$ cat src/rtl/cnn_pkg.sv
// Shared definitions for the CNN front-end blocks: default pixel width,
// the scheduler state type and a width helper.
package cnn_pkg;

    localparam int unsigned DATA_W = 32;

    typedef enum logic [1:0] {
        StIdle,
        StLoad,
        StEmit,
        StDone
    } sched_state_e;

    // $clog2 that never returns 0, so single-entry counters still get a bit.
    function automatic int unsigned clog2_min1(input int unsigned n);
        return (n > 1) ? $clog2(n) : 1;
    endfunction

endpackage

$ cat src/rtl/patch_buffer.sv
// Frame store for the patch scheduler: one write port and one synchronous
// read port; the read register holds its value while re_i is low.
module patch_buffer #(
    parameter int unsigned DEPTH  = 81,
    parameter int unsigned DATA_W = 32,
    parameter int unsigned AW     = cnn_pkg::clog2_min1(DEPTH)
) (
    input  logic              clk_i,
    input  logic              rst_i,
    input  logic              we_i,
    input  logic [AW-1:0]     waddr_i,
    input  logic [DATA_W-1:0] wdata_i,
    input  logic              re_i,
    input  logic [AW-1:0]     raddr_i,
    output logic [DATA_W-1:0] rdata_o
);

    logic [DATA_W-1:0] mem_q [DEPTH];
    logic [DATA_W-1:0] rdata_q;

    always_ff @(posedge clk_i) begin
        if (we_i) begin
            mem_q[waddr_i] <= wdata_i;
        end
    end

    // Only the read register is reset so the output bus is defined after reset.
    always_ff @(posedge clk_i) begin
        if (rst_i) begin
            rdata_q <= '0;
        end else if (re_i) begin
            rdata_q <= mem_q[raddr_i];
        end
    end

    assign rdata_o = rdata_q;

endmodule

$ cat src/rtl/patch_scheduler.sv
// Buffers a raster-order frame, then streams it back as FILTER_SIZE x FILTER_SIZE
// patches, tile by tile, with ready/valid flow control on both sides.
module patch_scheduler #(
    parameter int unsigned  SIZE        = 9,
    parameter int unsigned  FILTER_SIZE = 3,
    parameter int unsigned  DATA_W      = cnn_pkg::DATA_W,
    localparam int unsigned NT          = SIZE / FILTER_SIZE,
    localparam int unsigned TW          = cnn_pkg::clog2_min1(NT * NT)
) (
    input  logic              clk,
    input  logic              rst,
    input  logic              start,
    input  logic              in_valid,
    input  logic [DATA_W-1:0] in_data,
    output logic              in_ready,
    output logic              out_valid,
    output logic [DATA_W-1:0] out_data,
    input  logic              out_ready,
    output logic [TW-1:0]     out_tile,
    output logic              out_first,
    output logic              out_last,
    output logic              out_frame_last,
    output logic              busy,
    output logic              done
);

    import cnn_pkg::*;

    localparam int unsigned NPIX = SIZE * SIZE;
    localparam int unsigned AW   = clog2_min1(NPIX);
    localparam int unsigned NW   = clog2_min1(NT);
    localparam int unsigned FW   = clog2_min1(FILTER_SIZE);

    sched_state_e state_q, state_d;

    logic [AW-1:0] pix_q, pix_d;
    logic [TW-1:0] iss_t_q, iss_t_d;
    logic [NW-1:0] iss_tr_q, iss_tr_d, iss_tc_q, iss_tc_d;
    logic [FW-1:0] iss_i_q, iss_i_d, iss_j_q, iss_j_d;
    logic          iss_done_q, iss_done_d;

    logic          out_valid_q, out_valid_d;
    logic [TW-1:0] out_tile_q, out_tile_d;
    logic          out_first_q, out_first_d;
    logic          out_last_q, out_last_d;
    logic          out_frame_last_q, out_frame_last_d;

    logic          in_hs, out_hs, adv, issue;
    logic          last_i, last_j, last_tc, last_t;
    logic [AW-1:0] rd_addr;

    assign in_hs  = in_valid && in_ready;
    assign out_hs = out_valid_q && out_ready;

    // ---------------- FSM: state register ----------------
    always_ff @(posedge clk) begin
        if (rst) begin
            state_q <= StIdle;
        end else begin
            state_q <= state_d;
        end
    end

    // ---------------- FSM: next state ----------------
    always_comb begin
        state_d = state_q;
        unique case (state_q)
            StIdle: if (start) state_d = StLoad;
            StLoad: if (in_hs && pix_q == AW'(NPIX - 1)) state_d = StEmit;
            StEmit: if (out_hs && out_frame_last_q) state_d = StDone;
            StDone: state_d = StIdle;
            default: state_d = StIdle;
        endcase
    end

    // ---------------- FSM: outputs ----------------
    always_comb begin
        in_ready = (state_q == StLoad);
        busy     = (state_q != StIdle);
        done     = (state_q == StDone);
    end

    // ---------------- issue counters and output stage ----------------
    // The element register advances whenever it is empty or being consumed, so
    // a read issued this cycle lands in the buffer's read register next cycle.
    assign adv     = !out_valid_q || out_ready;
    assign issue   = (state_q == StEmit) && !iss_done_q && adv;
    assign last_i  = (iss_i_q == FW'(FILTER_SIZE - 1));
    assign last_j  = (iss_j_q == FW'(FILTER_SIZE - 1));
    assign last_tc = (iss_tc_q == NW'(NT - 1));
    assign last_t  = (iss_t_q == TW'(NT * NT - 1));

    assign rd_addr = AW'((32'(iss_tr_q) * FILTER_SIZE + 32'(iss_i_q)) * SIZE
                         + 32'(iss_tc_q) * FILTER_SIZE + 32'(iss_j_q));

    always_comb begin
        pix_d            = pix_q;
        iss_t_d          = iss_t_q;
        iss_tr_d         = iss_tr_q;
        iss_tc_d         = iss_tc_q;
        iss_i_d          = iss_i_q;
        iss_j_d          = iss_j_q;
        iss_done_d       = iss_done_q;
        out_valid_d      = out_valid_q;
        out_tile_d       = out_tile_q;
        out_first_d      = out_first_q;
        out_last_d       = out_last_q;
        out_frame_last_d = out_frame_last_q;

        if (state_q == StIdle || state_q == StDone) begin
            pix_d      = '0;
            iss_t_d    = '0;
            iss_tr_d   = '0;
            iss_tc_d   = '0;
            iss_i_d    = '0;
            iss_j_d    = '0;
            iss_done_d = 1'b0;
        end

        if (in_hs) begin
            pix_d = pix_q + AW'(1);
        end

        if (issue) begin
            if (!last_j) begin
                iss_j_d = iss_j_q + FW'(1);
            end else begin
                iss_j_d = '0;
                if (!last_i) begin
                    iss_i_d = iss_i_q + FW'(1);
                end else begin
                    iss_i_d = '0;
                    if (last_t) begin
                        iss_done_d = 1'b1;
                    end else begin
                        iss_t_d = iss_t_q + TW'(1);
                        if (last_tc) begin
                            iss_tc_d = '0;
                            iss_tr_d = iss_tr_q + NW'(1);
                        end else begin
                            iss_tc_d = iss_tc_q + NW'(1);
                        end
                    end
                end
            end
        end

        if (adv) begin
            out_valid_d      = issue;
            out_tile_d       = issue ? iss_t_q : out_tile_q;
            out_first_d      = issue && (iss_i_q == '0) && (iss_j_q == '0);
            out_last_d       = issue && last_i && last_j;
            out_frame_last_d = issue && last_i && last_j && last_t;
        end
    end

    always_ff @(posedge clk) begin
        if (rst) begin
            pix_q            <= '0;
            iss_t_q          <= '0;
            iss_tr_q         <= '0;
            iss_tc_q         <= '0;
            iss_i_q          <= '0;
            iss_j_q          <= '0;
            iss_done_q       <= 1'b0;
            out_valid_q      <= 1'b0;
            out_tile_q       <= '0;
            out_first_q      <= 1'b0;
            out_last_q       <= 1'b0;
            out_frame_last_q <= 1'b0;
        end else begin
            pix_q            <= pix_d;
            iss_t_q          <= iss_t_d;
            iss_tr_q         <= iss_tr_d;
            iss_tc_q         <= iss_tc_d;
            iss_i_q          <= iss_i_d;
            iss_j_q          <= iss_j_d;
            iss_done_q       <= iss_done_d;
            out_valid_q      <= out_valid_d;
            out_tile_q       <= out_tile_d;
            out_first_q      <= out_first_d;
            out_last_q       <= out_last_d;
            out_frame_last_q <= out_frame_last_d;
        end
    end

    assign out_valid      = out_valid_q;
    assign out_tile       = out_tile_q;
    assign out_first      = out_first_q;
    assign out_last       = out_last_q;
    assign out_frame_last = out_frame_last_q;

    patch_buffer #(
        .DEPTH  (NPIX),
        .DATA_W (DATA_W),
        .AW     (AW)
    ) u_buffer (
        .clk_i   (clk),
        .rst_i   (rst),
        .we_i    (in_hs),
        .waddr_i (pix_q),
        .wdata_i (in_data),
        .re_i    (issue),
        .raddr_i (rd_addr),
        .rdata_o (out_data)
    );

endmodule

$ cat config.mk
export PLATFORM = sky130hd
export DESIGN_NAME = patch_scheduler
export DESIGN_NICKNAME = d
export VERILOG_FILES = /design/src/rtl/cnn_pkg.sv /design/src/rtl/patch_buffer.sv /design/src/rtl/patch_scheduler.sv
export SDC_FILE = /design/constraint.sdc
export NUM_CORES = 2
export LEC_CHECK = 0
export CAP_MARGIN = 5
export CORE_MARGIN = 5
export CORE_UTILIZATION = 30
export CTS_CLUSTER_DIAMETER = 40
export DETAILED_ROUTE_END_ITERATION = 10
export GPL_ROUTABILITY_DRIVEN = 0
export SLEW_MARGIN = 20
export SYNTH_ARGS = -nofsm -noshare
export SYNTH_HDL_FRONTEND = slang
export SYNTH_SLANG_ARGS = --single-unit
$ cat constraint.sdc
create_clock -name clk -period 5.8 [get_ports clk]
set_input_delay 1.16 -clock clk [delete_from_list [all_inputs] [get_ports clk]]
set_output_delay 1.16 -clock clk [all_outputs]
set_load 0.005 [all_outputs]
[Word level (Yosys, flattened, before mapping)]
Memory sizes are Yosys's and may differ from the RTL's. A register that Yosys moved wholly into a read port is not among the register bits.
Index checks and enable logic that the tools add are counted.
Word-level totals
  bits in registers: 30
  bits in writable memories: 2592
  bits of input ports: 37
  memories kept: 1
Operators by class
  add/sub/neg operators: 9
  multiply operators: 3
  eq/ne operators: 11
  multiplexer cells: 37
  reduce and logical (&&, ||, !) cells: 23
Memories
  u_buffer.mem_q: depth 81, bits a word 32, read ports 1, clocked after memory_dff 1, wr ports 1, RTL line patch_buffer.sv:18  | logic [DATA_W-1:0] mem_q [DEPTH];
Operator list (count)
  2-bit two-way mux: 22
  4-bit two-way mux: 5
  7-bit two-way mux: 2
  1-bit logical AND: 11
  2-bit equality test, second input constant: 5
  2-bit by 1-bit adder with 2-bit output, second input constant: 4
  2-bit by 2-bit multiplier with 4-bit output, second input constant: 2
  2-bit case mux with 4 select lines: 1
  7-bit by 1-bit adder with 7-bit output, second input constant: 1
  7-bit by 2-bit adder with 7-bit output: 1
  7-bit by 4-bit adder with 7-bit output: 1
  7-bit equality test, second input constant: 1
  5-bit by 4-bit multiplier with 7-bit output, second input constant: 1
  1-bit two-way mux: 7
  2-bit zero test: 3
  2-bit nonzero test: 3
  4-bit by 2-bit adder with 5-bit output: 1
  4-bit by 1-bit adder with 4-bit output, second input constant: 1
  4-bit equality test, second input constant: 1
  2-bit inequality test, second input constant: 2
  3-bit AND reduction: 1
  2-bit by 1-bit equality test with 1-bit output, second input constant: 1
  1-bit zero test: 2
  1-bit logical OR: 2
  2 further kinds: 2

[Longest topological paths before layout]
  depth after elaboration: 8
  mapped depth: 20
  gate-level depth less buffers: 15

[Modules after synthesis]
Synthesis repeated with hierarchy kept, for this count alone.
Second synthesis, totals
  cell total of the unflattened synthesis: 4709
  area total of the unflattened synthesis: 102836.1 um2
Modules (own cells, without submodules)
  patch_buffer: instances 1, cells an instance 4483, area each 100874.2 um2, seq. area each 78475.3 um2
  patch_scheduler: instances 1, cells an instance 226, area each 1961.9 um2, seq. area each 600.6 um2

[Worst setup path after synthesis]
OpenSTA, ideal clock, no wires.
  path kind: register to register
  from: register iss_tr_q[1]
  to: register u_buffer.rdata_q[27], in the netlist u_buffer.rdata_o[27], read port of u_buffer.mem_q
  setup time: 133 ps
  data arrival time: 5043 ps
  data required time: 5667 ps
  path slack: 624 ps
  stages on the path, launching flop included: 18
  path buffers: 4
  cells stage by stage: dfxtp_1 -> fa_1 -> ha_1 -> fa_1 -> ha_1 -> inv_1 -> fa_1 -> inv_1 -> ha_1 -> fa_1 -> buf_4 -> buf_6 -> buf_4 -> clkbuf_1 -> mux4_2 -> mux4_2 -> a222oi_1 -> o31ai_1
Between the ends
  cells in the longest elaborated chain, start to end: 5
RTL lines
  start, declared: RTL line patch_scheduler.sv:38  | logic [NW-1:0] iss_tr_q, iss_tr_d, iss_tc_q, iss_tc_d;
  start signal, assigned: RTL line patch_scheduler.sv:174  | iss_tr_q <= iss_tr_d;
  2-bit by 2-bit multiplier with 4-bit output: RTL line patch_scheduler.sv:93  | assign rd_addr = AW'((32'(iss_tr_q) * FILTER_SIZE + 32'(iss_i_q)) * SIZE
  4-bit by 2-bit adder with 5-bit output: RTL line patch_scheduler.sv:93
  5-bit by 4-bit multiplier with 7-bit output: RTL line patch_scheduler.sv:93
  7-bit by 4-bit adder with 7-bit output: RTL line patch_scheduler.sv:94  | + 32'(iss_tc_q) * FILTER_SIZE + 32'(iss_j_q));
  7-bit by 2-bit adder with 7-bit output: RTL line patch_scheduler.sv:94
  end, declared: RTL line patch_buffer.sv:19  | logic [DATA_W-1:0] rdata_q;
Every way passes these cells.
A chain may end at the register's enable or synchronous reset.

[Final worst setup path]
  from: register iss_i_q[1]
  to: register u_buffer.rdata_q[16], in the netlist u_buffer.rdata_o[16], read port of u_buffer.mem_q
Between the ends
  cells in the longest elaborated chain, start to end: 4
RTL lines
  start, declared: RTL line patch_scheduler.sv:39  | logic [FW-1:0] iss_i_q, iss_i_d, iss_j_q, iss_j_d;
  start signal, assigned: RTL line patch_scheduler.sv:176  | iss_i_q <= iss_i_d;
  4-bit by 2-bit adder with 5-bit output: RTL line patch_scheduler.sv:93
  5-bit by 4-bit multiplier with 7-bit output: RTL line patch_scheduler.sv:93
  7-bit by 4-bit adder with 7-bit output: RTL line patch_scheduler.sv:94
  7-bit by 2-bit adder with 7-bit output: RTL line patch_scheduler.sv:94
Every way passes these cells.

==> summary.txt <==
Yosys
  – Yosys warnings: 0
  – Yosys reg bits: around 2700
  – Post-synth EDFFs: approximately 2600
  – Synth Flop Type: edfxtp_1
  – Fraction of registers with async set/reset: 0
  – Sequential share of the synthesized area: 0.773
  – Synth unique cells: 74
  – Avg Inst Size Synth: ~22 um2
  – Post-Syn Area: ~100000 um2
  – Mapped Cells: roughly 4600
  – Net Count, Synth: ~4700

Timing
  – Slew Limit Headroom: 0.153
  – Setup ws final: -43.1 ps
  – Slew @ Worst Pin: between 1000 and 1500 ps
  – Setup TNS: -82.4 ps
  – Unrepaired setup endpoints after global routing: true
  – Slew Limit Fails: 0
  – Clock skew: 60.3 ps
  – Setup Viol. Count Final: 3
  – Min Tclk post-route: approximately 5800 ps
  – Peak Freq: roughly 0.17 GHz
  – Final hold vios: 0
  – Final period utilization: 1.01
  – Worst hold slack: around 460 ps

Setup path
  – Critical path cell sequence: fa_1 -> ha_2 -> fa_1 -> ha_4 -> inv_2 -> fa_1 -> inv_2 -> ha_4 -> fa_4 -> buf_12 -> buf_16 -> mux4_2 -> mux4_2 -> a222oi_1 -> o21ai_1
  – Critical Path AT: approximately 6600 ps
  – CP Class: flop to flop
  – CP Launch Type: flop
  – Crit-path slowest cell: a222oi_1
  – Crit end category: flop
  – Worst-path fanout max: 6
  – Slowest cell delay on critical path: roughly 910 ps
  – CP Data Required Time: ~6600 ps
  – Most frequent CP cell: fa_1

Clocking
  – Clk sinks: between 2000 and 3000
  – CTS max path bufs: 4
  – Clock-pin slew on the worst setup and hold paths: 60 ps
  – Clock Latency Late Sink: approximately 940 ps
  – Clock root buffer: clkbuf_16
  – CTS Buf Count: 360
  – CTS tree: yes
  – H-tree levels: 5

Finish
  – Layout cells sized above 1: 0.329
  – Nets: about 5300
  – P&R area growth vs syn: 20.4%

GRT
  – GRT overflow: 0
  – Vias in the first global route: ~52000
  – First-pass GRT wire length: 427000 um
  – Total track usage: 0.171
  – Initial antenna violation count: 31
  – Largest net degree at the start of global routing: between 80 and 90

Floorplanning
  – Starting Density: 0.301
  – Core Footprint: 340000 um2
  – Top-level port count: 80
  – DIE HEIGHT: 594 um
  – Die area: between 300000 and 400000 um2
  – Horiz. Die Dim: 594 um
  – # rows: between 200 and 250

Drt
  – Detailed Routing Iterations Pass 1: 7
  – DR iter-0 viols: roughly 8200
  – DR DRC count: 0
  – Total number of vias: 53200
  – DR WL/cell: roughly 31 um
  – WL final: a little over 300000 um
  – Vias per inst: between 5 and 6
  – Routed Antenna Nets: 0

Worst hold path
  – Hold WC Path Type: flop to flop

Run status
  – Status: complete, but fails checks
  – Failing checks: negative setup slack

Placement
  – IO Port Bufs: 79
  – Post-DP HPWL: about 190000 um
  – Setup WS pre-CTS: -412 ps

Power
  – Leak Pwr: 38.0 nW
  – Maximum vdd drop: around 0.33 mV
  – Pwr dens: roughly 380 nW/um2

Flow run
  – Maxcap violations: 0
-- cell usage after synthesis (4+ instances only) --
cell type,n,area share
o31ai_1,4,0.00029
o21ai_1,8,0.00039
buf_2,63,0.0031
dfxtp_1,62,0.012
a211oi_1,27,0.0020
a21oi_1,58,0.0028
o22ai_1,37,0.0023
o21bai_1,4,0.00029
nand2b_1,7,0.00043
nor4_1,7,0.00043
o221ai_1,7,0.00060
or2_2,13,0.00080
nor2_1,160,0.0059
a22oi_1,60,0.0044
nor2b_1,20,0.0012
a311oi_1,9,0.00077
or3_1,11,0.00067
o21ai_0,18,0.00088
a31oi_1,19,0.0012
buf_1,19,0.00070
a22o_1,7,0.00060
a222oi_1,6,0.00059
buf_6,41,0.0045
buf_4,61,0.0045
fa_1,5,0.00098
nand2_1,224,0.0082
nor3_1,14,0.00069
inv_1,21,0.00077
nand4_1,17,0.0010
o211ai_1,10,0.00073
clkbuf_1,54,0.0020
a221oi_1,9,0.00077
and3_1,13,0.00080
a32oi_1,7,0.00060
mux4_2,686,0.15
nand3b_1,4,0.00029
and2_1,13,0.00080
mux2_2,10,0.0011
a2111oi_0,10,0.00086
mux2i_1,55,0.0054
nand3_1,68,0.0033
ha_1,29,0.0035
edfxtp_1,2592,0.76
-- worst paths after layout --
path,endpoint,slack [ps],start,cells past startpoint
max reg2reg,u_buffer.rdata_o[16]$_SDFFE_PP0P_,-40,iss_i_q[1]$_SDFF_PP0_,15
min,out_tile[3]$_SDFFE_PP0P_,460,out_tile[3]$_SDFFE_PP0P_,2
min reg2reg,out_tile[3]$_SDFFE_PP0P_,460,out_tile[3]$_SDFFE_PP0P_,2
max,u_buffer.rdata_o[16]$_SDFFE_PP0P_,-40,iss_i_q[1]$_SDFF_PP0_,15
-- where the power goes --
group | internal, mW | switching (mW)
registers | 21.2 | 0.260
clock network | 13.4 | 8.43
logic | 1.68 | 2.27
-- through the flow --
step / total power, mW / utilization / area (um2) / instances
2_1_floorplan: 23.9 / - / 102000 / 4620
3_3_place_gp: 25.7 / 0.326 / 111000 / 9338
3_5_place_dp: 25.8 / 0.326 / 111000 / 9340
4_1_cts: 47.5 / 0.362 / 123000 / 9993
5_1_grt: 48.6 / 0.362 / 123000 / 9995
6_report: 47.2 / 0.362 / 123000 / 10000
-- state kept, by name, summed over array words and instances, names as in the netlist --
signal            flops
iss_i_q               2
out_valid             1
out_frame_last        1
iss_tr_q              2
u_buffer.mem_q     2592
u_buffer.rdata_o     32
iss_j_q               2
state_q               2
pix_q                 7
out_first             1
iss_done_q            1
iss_t_q               4
out_tile              4
out_last              1
iss_tc_q              2
-- cells in the final DEF (no fill, tap or decap), drive strengths merged, types with 17 or more instances in the layout --
cell type | synthesis | routed
bufinv | 0 | 38
nand3 | 68 | 68
clkbuf | 55 | 408
nand4 | 17 | 17
inv | 22 | 75
buf | 187 | 393
a21oi | 58 | 58
clkdlybuf4s50 | 0 | 46
a31oi | 19 | 19
mux2i | 55 | 55
clkinvlp | 0 | 37
nor2 | 162 | 162
clkinv | 2 | 107
nor2b | 20 | 20
mux4 | 686 | 686
edfxtp | 2592 | 2592
nand2 | 224 | 224
dfxtp | 62 | 62
a22oi | 60 | 60
ha | 29 | 29
o22ai | 37 | 37
a211oi | 27 | 27
o21ai | 26 | 26
-- layer usage --
layer | GRT usage | part of all wire | wire [um] | vias to the layer above
met4 | 0.0776 | 0.053 | 16400 | 4
met5 | 0 | 0.000071 | 22 | -
met3 | 0.0456 | 0.11 | 32800 | 677
met2 | 0.262 | 0.46 | 142000 | 3158
li1 | - | - | - | 20800
met1 | 0.227 | 0.38 | 119000 | 28600
-- area by class of cell --
| cell class | instances | area, um2 |
|---|---|---|
| Multi-Input combinational cell | 1700 | 22300 |
| Timing Repair Buffer | 440 | 3990 |
| Tap cell | 4536 | 5680 |
| Fill cell | 30800 | 217000 |
| Clock inverter | 233 | 2560 |
| Inverter | 24 | 100 |
| Clock buffer | 408 | 9370 |
| Sequential cell | 2654 | 79100 |
| Antenna cell | 5 | 12.5 |
-- critical path: cells and delay by family (launching register included) --
kind	cells	cell delay, ps
AOI/OAI and AO/OA	2	1080
adders and majority gates	7	3000
buffers and inverters	4	390
DFF	1	330
muxes	2	840
-- cells by family (layout without fill, tap and decap cells) --
| kind of cell | count (synthesis) | count (layout) | synth area share |
|---|---|---|---|
| AOI/OAI and AO/OA | 328 | 328 | 0.0225 |
| xor gates and xnor gates | 3 | 3 | 0.000257 |
| adders and majority gates | 34 | 34 | 0.00453 |
| buffers and inverters | 266 | 1105 | 0.0162 |
| DFF | 2654 | 2654 | 0.773 |
| muxes | 751 | 751 | 0.158 |
| other | 0 | 5 | 0 |
| and+or+nand+nor | 584 | 584 | 0.0257 |
-- repair_timing --
item	CTS	global route
hold buffers	0	0
endpoints found under the setup margin	8	24
pin swaps	8	5
setup buffers	10	1
gates resized for setup	13	6
gates cloned	2	0
Note: power is estimated with default switching activity, not from simulation.
